===== src/rtl/acm_config_loader_pkg.sv =====
// Shared types and widths for the ACM configuration loader.
// The state list includes VERIFY, which is only reached when ACM_READBACK_VERIFY_EN is defined.
package acm_config_loader_pkg;

  localparam int ACM_AW    = 8;
  localparam int ACM_DW    = 8;
  localparam int WRCOUNT_W = 9;
  localparam int HOLD_W    = 4;

  typedef enum logic [2:0] {
    ST_IDLE   = 3'd0,
    ST_FETCH  = 3'd1,
    ST_WRITE  = 3'd2,
    ST_HOLD   = 3'd3,
    ST_VERIFY = 3'd4,
    ST_NEXT   = 3'd5
  } acm_state_e;

  // The hold timer reloads with N-1 so that HOLD lasts exactly N cycles.
  function automatic logic [HOLD_W-1:0] hold_load_value(input int hold_cycles);
    return HOLD_W'(hold_cycles - 1);
  endfunction

endpackage


===== src/rtl/acm_config_loader_hold.sv =====
// acm_hold_timer: 4-bit down-counter that measures the ACM settle time after each write.
module acm_hold_timer
  import acm_config_loader_pkg::*;
(
  input  logic              i_clk,
  input  logic              i_rst,
  input  logic              i_load,
  input  logic [HOLD_W-1:0] i_load_val,
  input  logic              i_en,
  output logic              o_expired
);

  logic [HOLD_W-1:0] r_count;

  // Load wins over decrement; the counter parks at zero.
  always_ff @(posedge i_clk or posedge i_rst) begin
    if (i_rst) begin
      r_count <= {HOLD_W{1'b0}};
    end else if (i_load) begin
      r_count <= i_load_val;
    end else if (i_en && (r_count != {HOLD_W{1'b0}})) begin
      r_count <= r_count - HOLD_W'(1);
    end
  end

  assign o_expired = (r_count == {HOLD_W{1'b0}});

endmodule


===== src/rtl/acm_config_loader.sv =====
// acm_config_loader: scans the ACM lookup table and writes each valid entry into the ACM.
// Define ACM_READBACK_VERIFY_EN to add a one-cycle readback compare after every write; ERROR flags mismatches.
module acm_config_loader
  import acm_config_loader_pkg::*;
#(
  parameter int FIRST_ADDR  = 0,
  parameter int LAST_ADDR   = 255,
  parameter int HOLD_CYCLES = 2
) (
  input  logic                 PCLK,
  input  logic                 RESET,
  input  logic                 START,
  output logic                 BUSY,
  output logic                 DONE,
  output logic [WRCOUNT_W-1:0] WRCOUNT,
  output logic [ACM_AW-1:0]    TBL_ADDR,
  input  logic [ACM_DW-1:0]    TBL_DATA,
  input  logic                 TBL_DO,
  output logic [ACM_AW-1:0]    ACMADDR,
  output logic [ACM_DW-1:0]    ACMWDATA,
  output logic                 ACMWEN,
  input  logic                 ACMREADY,
  input  logic [ACM_DW-1:0]    ACMRDATA,
  output logic                 ERROR
);

  localparam logic [ACM_AW-1:0] FIRST_A   = ACM_AW'(FIRST_ADDR);
  localparam logic [ACM_AW-1:0] LAST_A    = ACM_AW'(LAST_ADDR);
  localparam logic [HOLD_W-1:0] HOLD_LOAD = hold_load_value(HOLD_CYCLES);

`ifdef ACM_READBACK_VERIFY_EN
  localparam acm_state_e POST_HOLD = ST_VERIFY;
`else
  localparam acm_state_e POST_HOLD = ST_NEXT;
`endif

  acm_state_e           r_state;
  logic [ACM_AW-1:0]    r_addr;
  logic [ACM_AW-1:0]    r_acmaddr;
  logic [ACM_DW-1:0]    r_acmwdata;
  logic [WRCOUNT_W-1:0] r_wrcount;
  logic                 r_busy;
  logic                 r_done;
  logic                 r_wen_arm;
  logic                 w_write_fire;
  logic                 w_hold_en;
  logic                 w_hold_expired;

  // The strobe is a dedicated WRITE-state flop gated by ready, so a write is
  // accepted in the very cycle ACMREADY is seen and reset kills it at once.
  assign w_write_fire = r_wen_arm & ACMREADY;
  assign w_hold_en    = (r_state == ST_HOLD);

  acm_hold_timer u_hold_timer (
    .i_clk      (PCLK),
    .i_rst      (RESET),
    .i_load     (w_write_fire),
    .i_load_val (HOLD_LOAD),
    .i_en       (w_hold_en),
    .o_expired  (w_hold_expired)
  );

`ifdef ACM_READBACK_VERIFY_EN
  logic r_error;
`endif

  // Scan sequencer: one table entry per FETCH..NEXT pass.
  always_ff @(posedge PCLK or posedge RESET) begin
    if (RESET) begin
      r_state    <= ST_IDLE;
      r_addr     <= FIRST_A;
      r_acmaddr  <= {ACM_AW{1'b0}};
      r_acmwdata <= {ACM_DW{1'b0}};
      r_wrcount  <= {WRCOUNT_W{1'b0}};
      r_busy     <= 1'b0;
      r_done     <= 1'b0;
      r_wen_arm  <= 1'b0;
`ifdef ACM_READBACK_VERIFY_EN
      r_error    <= 1'b0;
`endif
    end else begin
      case (r_state)
        ST_IDLE: begin
          if (START) begin
            r_addr    <= FIRST_A;
            r_wrcount <= {WRCOUNT_W{1'b0}};
            r_done    <= 1'b0;
            r_busy    <= 1'b1;
`ifdef ACM_READBACK_VERIFY_EN
            r_error   <= 1'b0;
`endif
            r_state   <= ST_FETCH;
          end
        end
        ST_FETCH: begin
          r_acmaddr  <= r_addr;
          r_acmwdata <= TBL_DATA;
          if (TBL_DO) begin
            r_wen_arm <= 1'b1;
            r_state   <= ST_WRITE;
          end else begin
            r_state   <= ST_NEXT;
          end
        end
        ST_WRITE: begin
          if (ACMREADY) begin
            r_wen_arm <= 1'b0;
            r_wrcount <= r_wrcount + WRCOUNT_W'(1);
            r_state   <= ST_HOLD;
          end
        end
        ST_HOLD: begin
          if (w_hold_expired) begin
            r_state <= POST_HOLD;
          end
        end
`ifdef ACM_READBACK_VERIFY_EN
        ST_VERIFY: begin
          if (ACMRDATA != r_acmwdata) begin
            r_error <= 1'b1;
          end
          r_state <= ST_NEXT;
        end
`endif
        ST_NEXT: begin
          // Compare before incrementing so LAST_ADDR=255 never wraps.
          if (r_addr == LAST_A) begin
            r_busy  <= 1'b0;
            r_done  <= 1'b1;
            r_state <= ST_IDLE;
          end else begin
            r_addr  <= r_addr + ACM_AW'(1);
            r_state <= ST_FETCH;
          end
        end
        default: begin
          r_wen_arm <= 1'b0;
          r_busy    <= 1'b0;
          r_state   <= ST_IDLE;
        end
      endcase
    end
  end

`ifdef ACM_READBACK_VERIFY_EN
  assign ERROR = r_error;
`else
  logic w_unused_rdata;
  assign w_unused_rdata = ^ACMRDATA;
  assign ERROR          = 1'b0;
`endif

  assign BUSY     = r_busy;
  assign DONE     = r_done;
  assign WRCOUNT  = r_wrcount;
  assign TBL_ADDR = r_addr;
  assign ACMADDR  = r_acmaddr;
  assign ACMWDATA = r_acmwdata;
  assign ACMWEN   = w_write_fire;

endmodule


===== config.mk =====
export PLATFORM = sky130hd
export DESIGN_NAME = acm_config_loader
export DESIGN_NICKNAME = d
export VERILOG_FILES = /design/src/rtl/acm_config_loader_pkg.sv /design/src/rtl/acm_config_loader_hold.sv /design/src/rtl/acm_config_loader.sv
export SDC_FILE = /design/constraint.sdc
export NUM_CORES = 1
export LEC_CHECK = 0
export CORE_AREA = 8 8 61 102
export DETAILED_ROUTE_END_ITERATION = 8
export DIE_AREA = 0 0 69 110
export PLACE_DENSITY = 0.73
export RECOVER_POWER = 25
export SLEW_MARGIN = 20
export SYNTH_ARGS = -nofsm -noshare
export SYNTH_HDL_FRONTEND = slang
export SYNTH_SLANG_ARGS = --single-unit
export TNS_END_PERCENT = 5

===== constraint.sdc =====
create_clock -name PCLK -period 1.9 [get_ports PCLK]
set_clock_uncertainty 0.1 [all_clocks]
set_input_delay 0.285 -clock PCLK [delete_from_list [all_inputs] [get_ports PCLK]]
set_output_delay 0.285 -clock PCLK [all_outputs]
set_load 0.01 [all_outputs]

---- After elaboration in Yosys (flattened, before gate mapping) ----
Cells that the tools add are included.
storage, ports and cells
  latch bits .............................. 0
  bits of input ports ..................... 21
  ROM bits ................................ 0
  memories kept ........................... 0
  bits in registers ....................... 43
  output and inout port bits .............. 37
  memory bits (writable) .................. 0
  logic and storage cells ................. 64
operators by class
  order comparisons ....................... 0
  reductions and logical operators ........ 15
  bitwise logic cells ..................... 3
  div/mod/pow operators ................... 0
  shifts and indexed selects .............. 0
  $add $sub $neg .......................... 3
  multiply operators ...................... 0
  eq/ne operators ......................... 11
  multiplexer cells ....................... 23
operators with widths
  operator               number
  $mux W9                2
  $pmux W9 S2            1
  $reduce_and A3 Y1      6
  $mux W8                2
  $pmux W8 S2            1
  $pmux W3 S5            1
  $mux W3                4
  $ne A2 B2 Y1 const B   6
  $add A9 B1 Y9 const B  1
  $add A8 B1 Y8 const B  1
  $eq A8 B8 Y1 const B   1
  $mux W4                2
  $mux W1                7
  $eq A3 B2 Y1 const B   2
  $pmux W1 S3            2
  $reduce_bool A2 Y1     3
  $reduce_or A3 Y1       2
  $logic_not A4 Y1       1
  $reduce_bool A4 Y1     1
  $sub A4 B1 Y4 const B  1
  $eq A3 B1 Y1 const B   1
  $eq A3 B3 Y1 const B   1
  $logic_not A3 Y1       1
  $not A1 Y1             2
  3 further kinds        3

---- Longest topological paths before layout ----
Gate-level depths: netlist (run 1).
  word-level depth ........................ 4
  gate-level depth with buffers ........... 6
  mapped depth without buffers ............ 5

---- Hierarchy ----
A second synthesis (run 1) with hierarchy kept.
unflattened totals
  cell total of the unflattened synthesis .. 203
  area total of the unflattened synthesis .. 2157.1 um^2
modules (own cells, without submodules)
  module             seq. area each (um^2)  instances  area an instance (um^2)  cells each
  acm_config_loader  975.9                  1          1895.6                   175
  acm_hold_timer     100.1                  1          261.5                    28

---- Least setup slack after synthesis (run 1) ----
OpenSTA, ideal clock, no wires.
  path kind ............................... register -> register
  from .................................... reg r_addr[0] (netlist: TBL_ADDR[0])
  to ...................................... reg r_addr[5] (netlist: TBL_ADDR[5])
  buffers on the path ..................... 0
  required time ........................... 1652 ps
  stages on the path, launching flop included .. 6
  arrival time ............................ 1476 ps
  period minus slack after synthesis ...... 1725 ps
  slack ................................... 175 ps
  setup time .............................. 148 ps
  path through ............................ dfrtp_1 ha_1 and3_1 a2111oi_2 xnor2_1 nor2_1
between the ends
  longest elaborated chain between the ends .. 3
  elaborated cells between the ends (all ways) .. 6
  those cells by class .................... 1 x add/sub; 2 x eq/ne; 2 x mux; 1 x reduce/logical
RTL lines
  item                                                     line                                                text
  start: declaration                                       acm_config_loader.sv:38                             logic [ACM_AW-1:0] r_addr;
  start signal: assignment                                 acm_config_loader.sv:132                            r_addr <= r_addr + ACM_AW'(1);
  $add A8 B1 Y8 / $eq A8 B8 Y1 (equally long branches)     acm_config_loader.sv:132, acm_config_loader.sv:127
  $mux W8 / $ne A2 B2 Y1 (equally long branches)           -
  $pmux W8 S2 / $reduce_and A3 Y1 (equally long branches)  -
Parallel ways exist; a longest one is shown, timed or not. The select of a mux whose other input is x is not followed.
A chain may end at the register's enable or synchronous reset.

---- Worst setup path after layout (run 1) ----
  from .................................... reg r_addr[3] (netlist: TBL_ADDR[3])
  to ...................................... out TBL_ADDR[3]
RTL lines
  item              line                     text
  end: declaration  acm_config_loader.sv:16  output logic [ACM_AW-1:0] TBL_ADDR,
No word-level cell between the ends.

==> summary.txt, run 1 <==
Vias/cell -> 5.28
max cap viols -> 0
Int Power -> 2160 µW
Avg WL per Cell -> 14.8 µm
IO Pins -> 58
CTS root buffer -> clkbuf_8
clock power share -> 0.169
list of most frequent post-synthesis cells -> dfrtp_1, mux2_2, nand2_1, nor2_1, nand3_1
Comb power frac -> 0.421
sequential-to-total area share from yosys stat -> 0.518
antenna violations before repair -> 0
CP arrival -> 1.39 ns
final hold vios -> 0
number of routed nets with antenna violations -> 0
Crit Path Class -> reg2out
Synth area leader -> dfrtp_1
clk sink count -> 43
outcome -> finished, final reports clean
sequential power share -> 0.410
Synth Area per Inst -> 11.1 µm²
Reg clk slew, reported paths -> 0.07 ns
Die Area -> 0.00759 mm²
hpwl dp -> 3400 µm
Slew Viols, Final -> 0
startpoint types -> flip-flop
# rows -> 34
clk_lat worst skew -> 0.29 ns
Least-Margin Pin Slew -> 1.06 ns
drt drc -> 0
area growth from synthesis to layout -> 32.8%
Setup crit end kind -> output pin
vias in the first global route -> 1680
largest net degree at the start of global routing -> 44
Synth top area share -> 0.518
Clock Path Buffers -> 2
Mapped Area -> 0.00208 mm²
final worst path period need -> 1.78 ns
period utilisation layout -> 0.935
Critical Path Stages -> 1
Finished Cell Area -> 0.00276 mm²
Leak Pwr -> 0.00121 µW
CTS tree -> built
Antenna Cells -> 0
CP top delay family -> buffers and inverters
Cell Chain, Critical Path -> clkdlybuf4s50_1
buffer and inverter count on the worst path -> 1
Switch Pwr -> 1120 µW
# port buffers -> 48
Worst Path Required -> 1.51 ns
CP Max Fanout -> 9
# setup viols final -> 0
cells after synthesis -> 188
Post-synth EDFFs -> 0
Async S/R FF share, synth -> 1.00
via count -> 1604
DP Area -> 0.00269 mm²
Initial Utilization -> 0.429
CP max stage delay -> 0.60 ns
slew margin rel. -> 0.295
maximum VDD drop -> 702 µV
total wire length -> 4490 µm
FMAX -> 0.563 GHz
Register-to-Register Path Depth -> 5
Core Box Area -> 0.00485 mm²
Tot GR Track Use -> 0.123
syn nets -> 213
Switching Share -> 0.341
Critical-path top delay cell -> clkdlybuf4s50_1
global-route wire length before repair -> 7690 µm
most numerous cell in the Yosys netlist -> dfrtp_1
1st-iter DRT viols -> 62
layout cells sized above 1 -> 0.188
Netlist cell types -> 43
Synth area leaders -> dfrtp_1, mux2_2, nand3_1
first drt pass iteration count -> 4
Ys Warns -> 0
Worst Hold Class -> reg2reg
Overflow after GRT -> 0
hold path depth -> 1
flops & latches, synth -> 43
unrepaired setup endpoints after global routing -> no
H-Tree Depth -> 2
hold_ws -> 0.404 ns
# hold bufs at CTS -> 0
TritonCTS Buffers -> 5
Post-synth top flop -> dfrtp_1
final net count -> 274
die extent in x -> 69 µm
die height -> 110 µm
Final GP Congestion -> 0.846
overall power -> 3280 µW
power per cell area -> 1190 mW/mm²
-- through the flow --
stage	instances	TNS [ns]	setup slack (ns)	utilization
5_1_grt	304	0	0.0478	0.569
4_1_cts	304	0	0.0995	0.572
3_3_place_gp	296	-0.00143	-0.00143	0.555
3_5_place_dp	296	-0.0206	-0.0206	0.555
6_report	304	0	0.123	0.569
2_1_floorplan	188	0	0.175	-
-- final timing paths --
check / slack [ns] / endpoint / start
setup / recovery: 0.12 / TBL_ADDR[3] / TBL_ADDR[3]
hold / removal: 0.40 / DONE / DONE
setup reg to reg: 0.19 / TBL_ADDR[5] / TBL_ADDR[1]
hold reg to reg: 0.40 / DONE / DONE
max in group asynchronous: 0.38 / ACMADDR[2] / RESET
min in group asynchronous: 0.67 / WRCOUNT[8] / RESET
-- state kept, by name, summed over array words and instances (netlist names) --
register / count
BUSY: 1
r_state: 3
TBL_ADDR: 8
r_wen_arm: 1
ACMWDATA: 8
DONE: 1
ACMADDR: 8
WRCOUNT: 9
u_hold_timer.r_count: 4
-- power groups by stage --
stage	Sequential, µW	Combinational [µW]	Clock, µW
2_1_floorplan	1360	780	0
3_3_place_gp	1350	1380	0
3_5_place_dp	1360	1420	0
4_1_cts	1350	1420	587
5_1_grt	1380	1520	624
6_report	1340	1380	552
-- layout make-up --
class | instances | area, µm²
repair buffers | 60 | 579
clock buffers | 7 | 76.3
clock inverters | 1 | 5.00
fillers | 461 | 2090
inverters | 8 | 30.0
flip-flops and latches | 43 | 1080
multi-input cells | 131 | 925
well taps | 54 | 67.6
-- cells in the final DEF (no fill, tap or decap), types with 2 or more instances in the layout --
cell type        instances
mux2i_1                  2
clkdlybuf4s50_1         46
buf_4                   10
clkbuf_1                 2
xor2_1                   3
clkbuf_8                 5
nand2_1                 17
nor3_1                   3
inv_1                    7
a21oi_1                  6
o21ai_0                 12
nand3_1                 13
nand4_1                  3
dfrtp_1                 43
mux2_2                  17
xnor2_1                  7
nor2_1                  14
nor2_2                   2
and3_1                   2
nand2b_1                 2
a31o_2                   2
ha_1                     4
-- what timing repair did --
item                       4_1_cts  5_1_grt
setup endpoints to repair        1        0
buffers inserted                 0        0
hold endpoints to repair         0        0
resized for setup                1        0
-- logic make-up (layout without fill, tap and decap cells) --
| family | Yosys count | count (layout) | synth area share |
|---|---|---|---|
| simple gates | 69 | 69 | 0.184 |
| flops | 43 | 43 | 0.518 |
| compound gates | 28 | 28 | 0.0915 |
| mux | 19 | 19 | 0.102 |
| buf+inv | 14 | 76 | 0.0373 |
| xor+xnor | 10 | 10 | 0.0421 |
| fa+ha+maj | 4 | 4 | 0.0241 |
| other cells | 1 | 1 | 0.00180 |
-- metal layers --
layer | part of all wire | global-route usage | wire [µm] | vias up
met1 | 0.37 | 0.118 | 1680 | 792
met2 | 0.56 | 0.230 | 2520 | 28
met4 | 0.019 | 0.0663 | 84 | 0
met3 | 0.046 | 0.0349 | 206 | 7
li1 | - | - | - | 777
met5 | 0 | 0 | 0 | -
Power figures use the tool's default switching activity.
==> run 2, diff against run 1 <==
Settings changed: PLACE_DENSITY 0.73 to 0.85, SLEW_MARGIN 20 to 15.
==> summary.txt, run 2 (synthesis results as in run 1) <==
Switch Pwr -> 1130 µW
CTS root buffer -> clkbuf_8
FMAX -> 0.556 GHz
hold path depth -> 1
total wire length -> 4640 µm
first drt pass iteration count -> 4
Antenna Cells -> 0
largest net degree at the start of global routing -> 44
commonest non-fill, non-tap cell in the layout -> clkdlybuf4s50_1
maximum VDD drop -> 754 µV
Crit Path Class -> reg2out
via count -> 1617
RR Startpoint -> TBL_ADDR[1]
Int Power -> 2160 µW
startpoint types -> flip-flop
Final Util -> 0.569
Post-CTS Setup Bufs -> 0
Worst Hold Class -> reg2reg
Setup TNS -> 0 ns
period utilisation layout -> 0.946
Initial Utilization -> 0.429
drt drc -> 0
max cap viols -> 0
Min-Delay Endpoint -> DONE
CP arrival -> 1.41 ns
Slew Viols, Final -> 0
Cell Chain, Critical Path -> clkdlybuf4s50_1
sequential power share -> 0.408
reg2reg setup slack -> 0.17 ns
# fillers -> 455
area growth from synthesis to layout -> 32.8%
# hold bufs at CTS -> 0
# rows -> 34
# port buffers -> 48
final worst path period need -> 1.80 ns
Register-to-Register Path Depth -> 5
# setup viols final -> 0
Least-Margin Pin Slew -> 1.04 ns
die extent in x -> 69 µm
final hold vios -> 0
antenna violations before repair -> 0
Vias/cell -> 5.32
outcome -> finished, final reports clean
final net count -> 274
overall power -> 3290 µW
Die Area -> 0.00759 mm²
hpwl dp -> 3440 µm
number of routed nets with antenna violations -> 0
1st-iter DRT viols -> 50
vias in the first global route -> 1719
Hold Crit Start -> DONE
global-route wire length before repair -> 7850 µm
Reg clk slew, reported paths -> 0.08 ns
PostCTS Resize Cnt -> 1
unrepaired setup endpoints after global routing -> no
Avg WL per Cell -> 15.3 µm
layout cells sized above 1 -> 0.188
slew margin rel. -> 0.310
H-Tree Depth -> 2
Switching Share -> 0.343
clk sink count -> 43
max FFs per register -> 9
Clock Path Buffers -> 2
IO Pins -> 58
Comb power frac -> 0.422
commonest non-fill, non-tap cells in the layout -> clkdlybuf4s50_1, dfrtp_1, mux2_2, nand2_1, nor2_1
Reg-to-Reg End -> TBL_ADDR[5]
CP Max Fanout -> 9
Critical Path Stages -> 1
TritonCTS Buffers -> 5
Setup crit end kind -> output pin
Critical-path top delay cell -> clkdlybuf4s50_1
power per cell area -> 1190 mW/mm²
Leak Pwr -> 0.00121 µW
Final GP Congestion -> 0.882
buffer and inverter count on the worst path -> 1
Overflow after GRT -> 0
die height -> 110 µm
CP top delay family -> buffers and inverters
Core Box Area -> 0.00485 mm²
Worst Path Required -> 1.51 ns
clk_lat worst skew -> 0.29 ns
clock power share -> 0.170
Tot GR Track Use -> 0.124
CP max stage delay -> 0.60 ns
CTS tree -> built
## run 2: cell counts in the layout (fill, tap and decap cells not counted)
No cell type changed its count.
## run 2: worst max path at each step
stage / start / endpoint / slack (ns)
2_1_floorplan: TBL_ADDR[0] / TBL_ADDR[5] / 0.18
3_3_place_gp: ACMREADY / ACMWEN / -0.001
5_1_grt: TBL_ADDR[3] / TBL_ADDR[3] / 0.03
4_1_cts: TBL_ADDR[3] / TBL_ADDR[3] / 0.09
6_report: TBL_ADDR[2] / TBL_ADDR[2] / 0.10
3_5_place_dp: ACMREADY / ACMWEN / -0.03
## run 2: cell type report
type	instances	area, µm²	area share
Clock inverter	1	5.00	0.00181
Tap cell	54	67.6	0.0245
Clock buffer	7	76.3	0.0277
Multi-Input combinational cell	131	925	0.335
Timing Repair Buffer	60	579	0.210
Sequential cell	43	1080	0.390
Inverter	8	30.0	0.0109
## run 2: per-stage QoR
step	instance area, µm²	instances	setup slack, ns	hold slack (ns)
floorplan	2080	188	0.175	0.290
global placement	2690	296	-0.00123	0.387
detailed placement	2690	296	-0.0316	0.390
CTS	2770	304	0.0918	0.227
global route	2760	304	0.0254	0.421
finish	2760	304	0.103	0.399
## run 2: power groups by stage
| stage | Clock (µW) | Combinational [µW] | Sequential [µW] |
|---|---|---|---|
| final | 559 | 1390 | 1340 |
| after global routing | 621 | 1510 | 1380 |
| after CTS | 586 | 1420 | 1350 |
| after detailed placement | 0 | 1420 | 1360 |
| after global placement | 0 | 1380 | 1350 |
| after floorplan | 0 | 780 | 1360 |
## run 2: metal layers
| metal | wire (µm) | track usage |
|---|---|---|
| met1 | 1710 | 0.116 |
| met2 | 2630 | 0.242 |
| met3 | 221 | 0.0332 |
| met4 | 81 | 0.0604 |
| met5 | 0 | 0 |
==> run 3, diff against run 2 <==
Settings changed: CTS_CLUSTER_SIZE set to 20, RECOVER_POWER 25 to unset.
==> summary.txt, run 3 (synthesis results as in run 1) <==
startpoint types -> flip-flop
CP max stage delay -> 0.60 ns
Antenna Cells -> 0
period utilisation layout -> 0.946
Final GP Congestion -> 0.882
via count -> 1612
Setup TNS -> 0 ns
antenna violations before repair -> 0
Crit Path Class -> reg2out
CP top delay family -> buffers and inverters
max cap viols -> 0
Leak Pwr -> 0.00121 µW
unrepaired setup endpoints after global routing -> no
CP Capture Point -> TBL_ADDR[2]
outcome -> finished, final reports clean
# setup viols final -> 0
Worst Hold Class -> in2async
Initial Utilization -> 0.429
Register-to-Register Path Depth -> 5
first drt pass iteration count -> 4
die height -> 110 µm
FMAX -> 0.557 GHz
global-route wire length before repair -> 7850 µm
DP Area -> 0.00269 mm²
Tot GR Track Use -> 0.124
IO Pins -> 58
clk_lat worst skew -> 0.29 ns
Critical Path Stages -> 1
CP Max Fanout -> 9
CTS root buffer -> clkbuf_8
power per cell area -> 1190 mW/mm²
# rows -> 34
CP arrival -> 1.41 ns
Core Box Area -> 0.00485 mm²
Vias/cell -> 5.30
maximum VDD drop -> 753 µV
Slew Viols, Final -> 0
vias in the first global route -> 1719
TritonCTS Buffers -> 5
# port buffers -> 48
Critical-path top delay cell -> clkdlybuf4s50_1
final worst path period need -> 1.80 ns
Avg WL per Cell -> 15.2 µm
layout cells sized above 1 -> 0.188
CTS tree -> built
reg2reg setup slack -> 0.16 ns
1st-iter DRT viols -> 48
Reg clk slew, reported paths -> 0.08 ns
Die Area -> 0.00759 mm²
Clock Path Buffers -> 2
H-Tree Depth -> 2
crit path launch -> TBL_ADDR[2]
die extent in x -> 69 µm
max FFs per register -> 9
Overflow after GRT -> 0
number of routed nets with antenna violations -> 0
# hold bufs at CTS -> 0
clk sink count -> 43
commonest non-fill, non-tap cell in the layout -> clkdlybuf4s50_1
hpwl dp -> 3440 µm
Finished Cell Area -> 0.00277 mm²
area growth from synthesis to layout -> 33.5%
Reg-to-Reg End -> TBL_ADDR[5]
commonest non-fill, non-tap cells in the layout -> clkdlybuf4s50_1, dfrtp_1, mux2_2, nand2_1, nor2_1
final hold vios -> 0
buffer and inverter count on the worst path -> 1
final net count -> 274
RR Startpoint -> TBL_ADDR[1]
Worst Path Required -> 1.51 ns
total wire length -> 4620 µm
largest net degree at the start of global routing -> 44
Cell Chain, Critical Path -> clkdlybuf4s50_1
drt drc -> 0
Setup crit end kind -> output pin
-- run 3: cell count changes in the layout (fill, tap and decap cells not counted), sizes merged --
cell	previous run	this run
dlygate4sd3	1	0
buf	11	12
clkbuf	8	7
clkdlybuf4s50	46	47
-- run 3: stage by stage --
step	std cells	setup WS [ns]	power (µW)	hold WS (ns)	util
2_1_floorplan	188	0.175	2140	0.290	-
3_3_place_gp	296	-0.00123	2730	0.387	0.555
3_5_place_dp	296	-0.0316	2780	0.390	0.555
4_1_cts	304	0.0918	3350	0.227	0.572
5_1_grt	304	0.0254	3510	0.247	0.572
6_report	304	0.103	3290	0.224	0.572
-- run 3: power by group --
part,total (µW),internal (µW),switching (µW)
clock network,558,258,300
logic,1390,765,626
registers,1340,1140,202
-- run 3: how the worst min path moves through the flow --
stage | cells past startpoint | start | to
2_1_floorplan | 2 | TBL_DO | r_state[1]
3_3_place_gp | 1 | DONE | DONE
3_5_place_dp | 1 | DONE | DONE
4_1_cts | 3 | RESET | ACMADDR[7]
5_1_grt | 3 | RESET | ACMWDATA[1]
6_report | 3 | RESET | ACMWDATA[1]
-- run 3: worst min-delay path, delay by kind of cell --
family / cells / cell delay (ns)
buffers and inverters: 3 / 0.70
-- run 3: cell type report --
class                      instances  area [µm²]
fill                             454        2080
sequential                        43        1080
multi-input combinational        131         925
timing repair buffer              60         594
clock buffer                       7        76.3
tap                               54        67.6
inverter                           8        30.0
clock inverter                     1        5.00
-- run 3: what timing repair did --
item | in CTS | in global routing
setup endpoints to repair | 1 | 0
gates resized for setup | 1 | 0
setup buffers | 0 | 0
endpoints found under the hold margin | 0 | 0
-- run 3: metal layers --
layer,routed length (µm),GRT usage,vias to the layer above,part of all wire
li1,-,-,776,-
met1,1750,0.116,797,0.38
met2,2590,0.242,33,0.56
met3,199,0.0332,6,0.043
met4,81,0.0604,0,0.018
met5,0,0,-,0
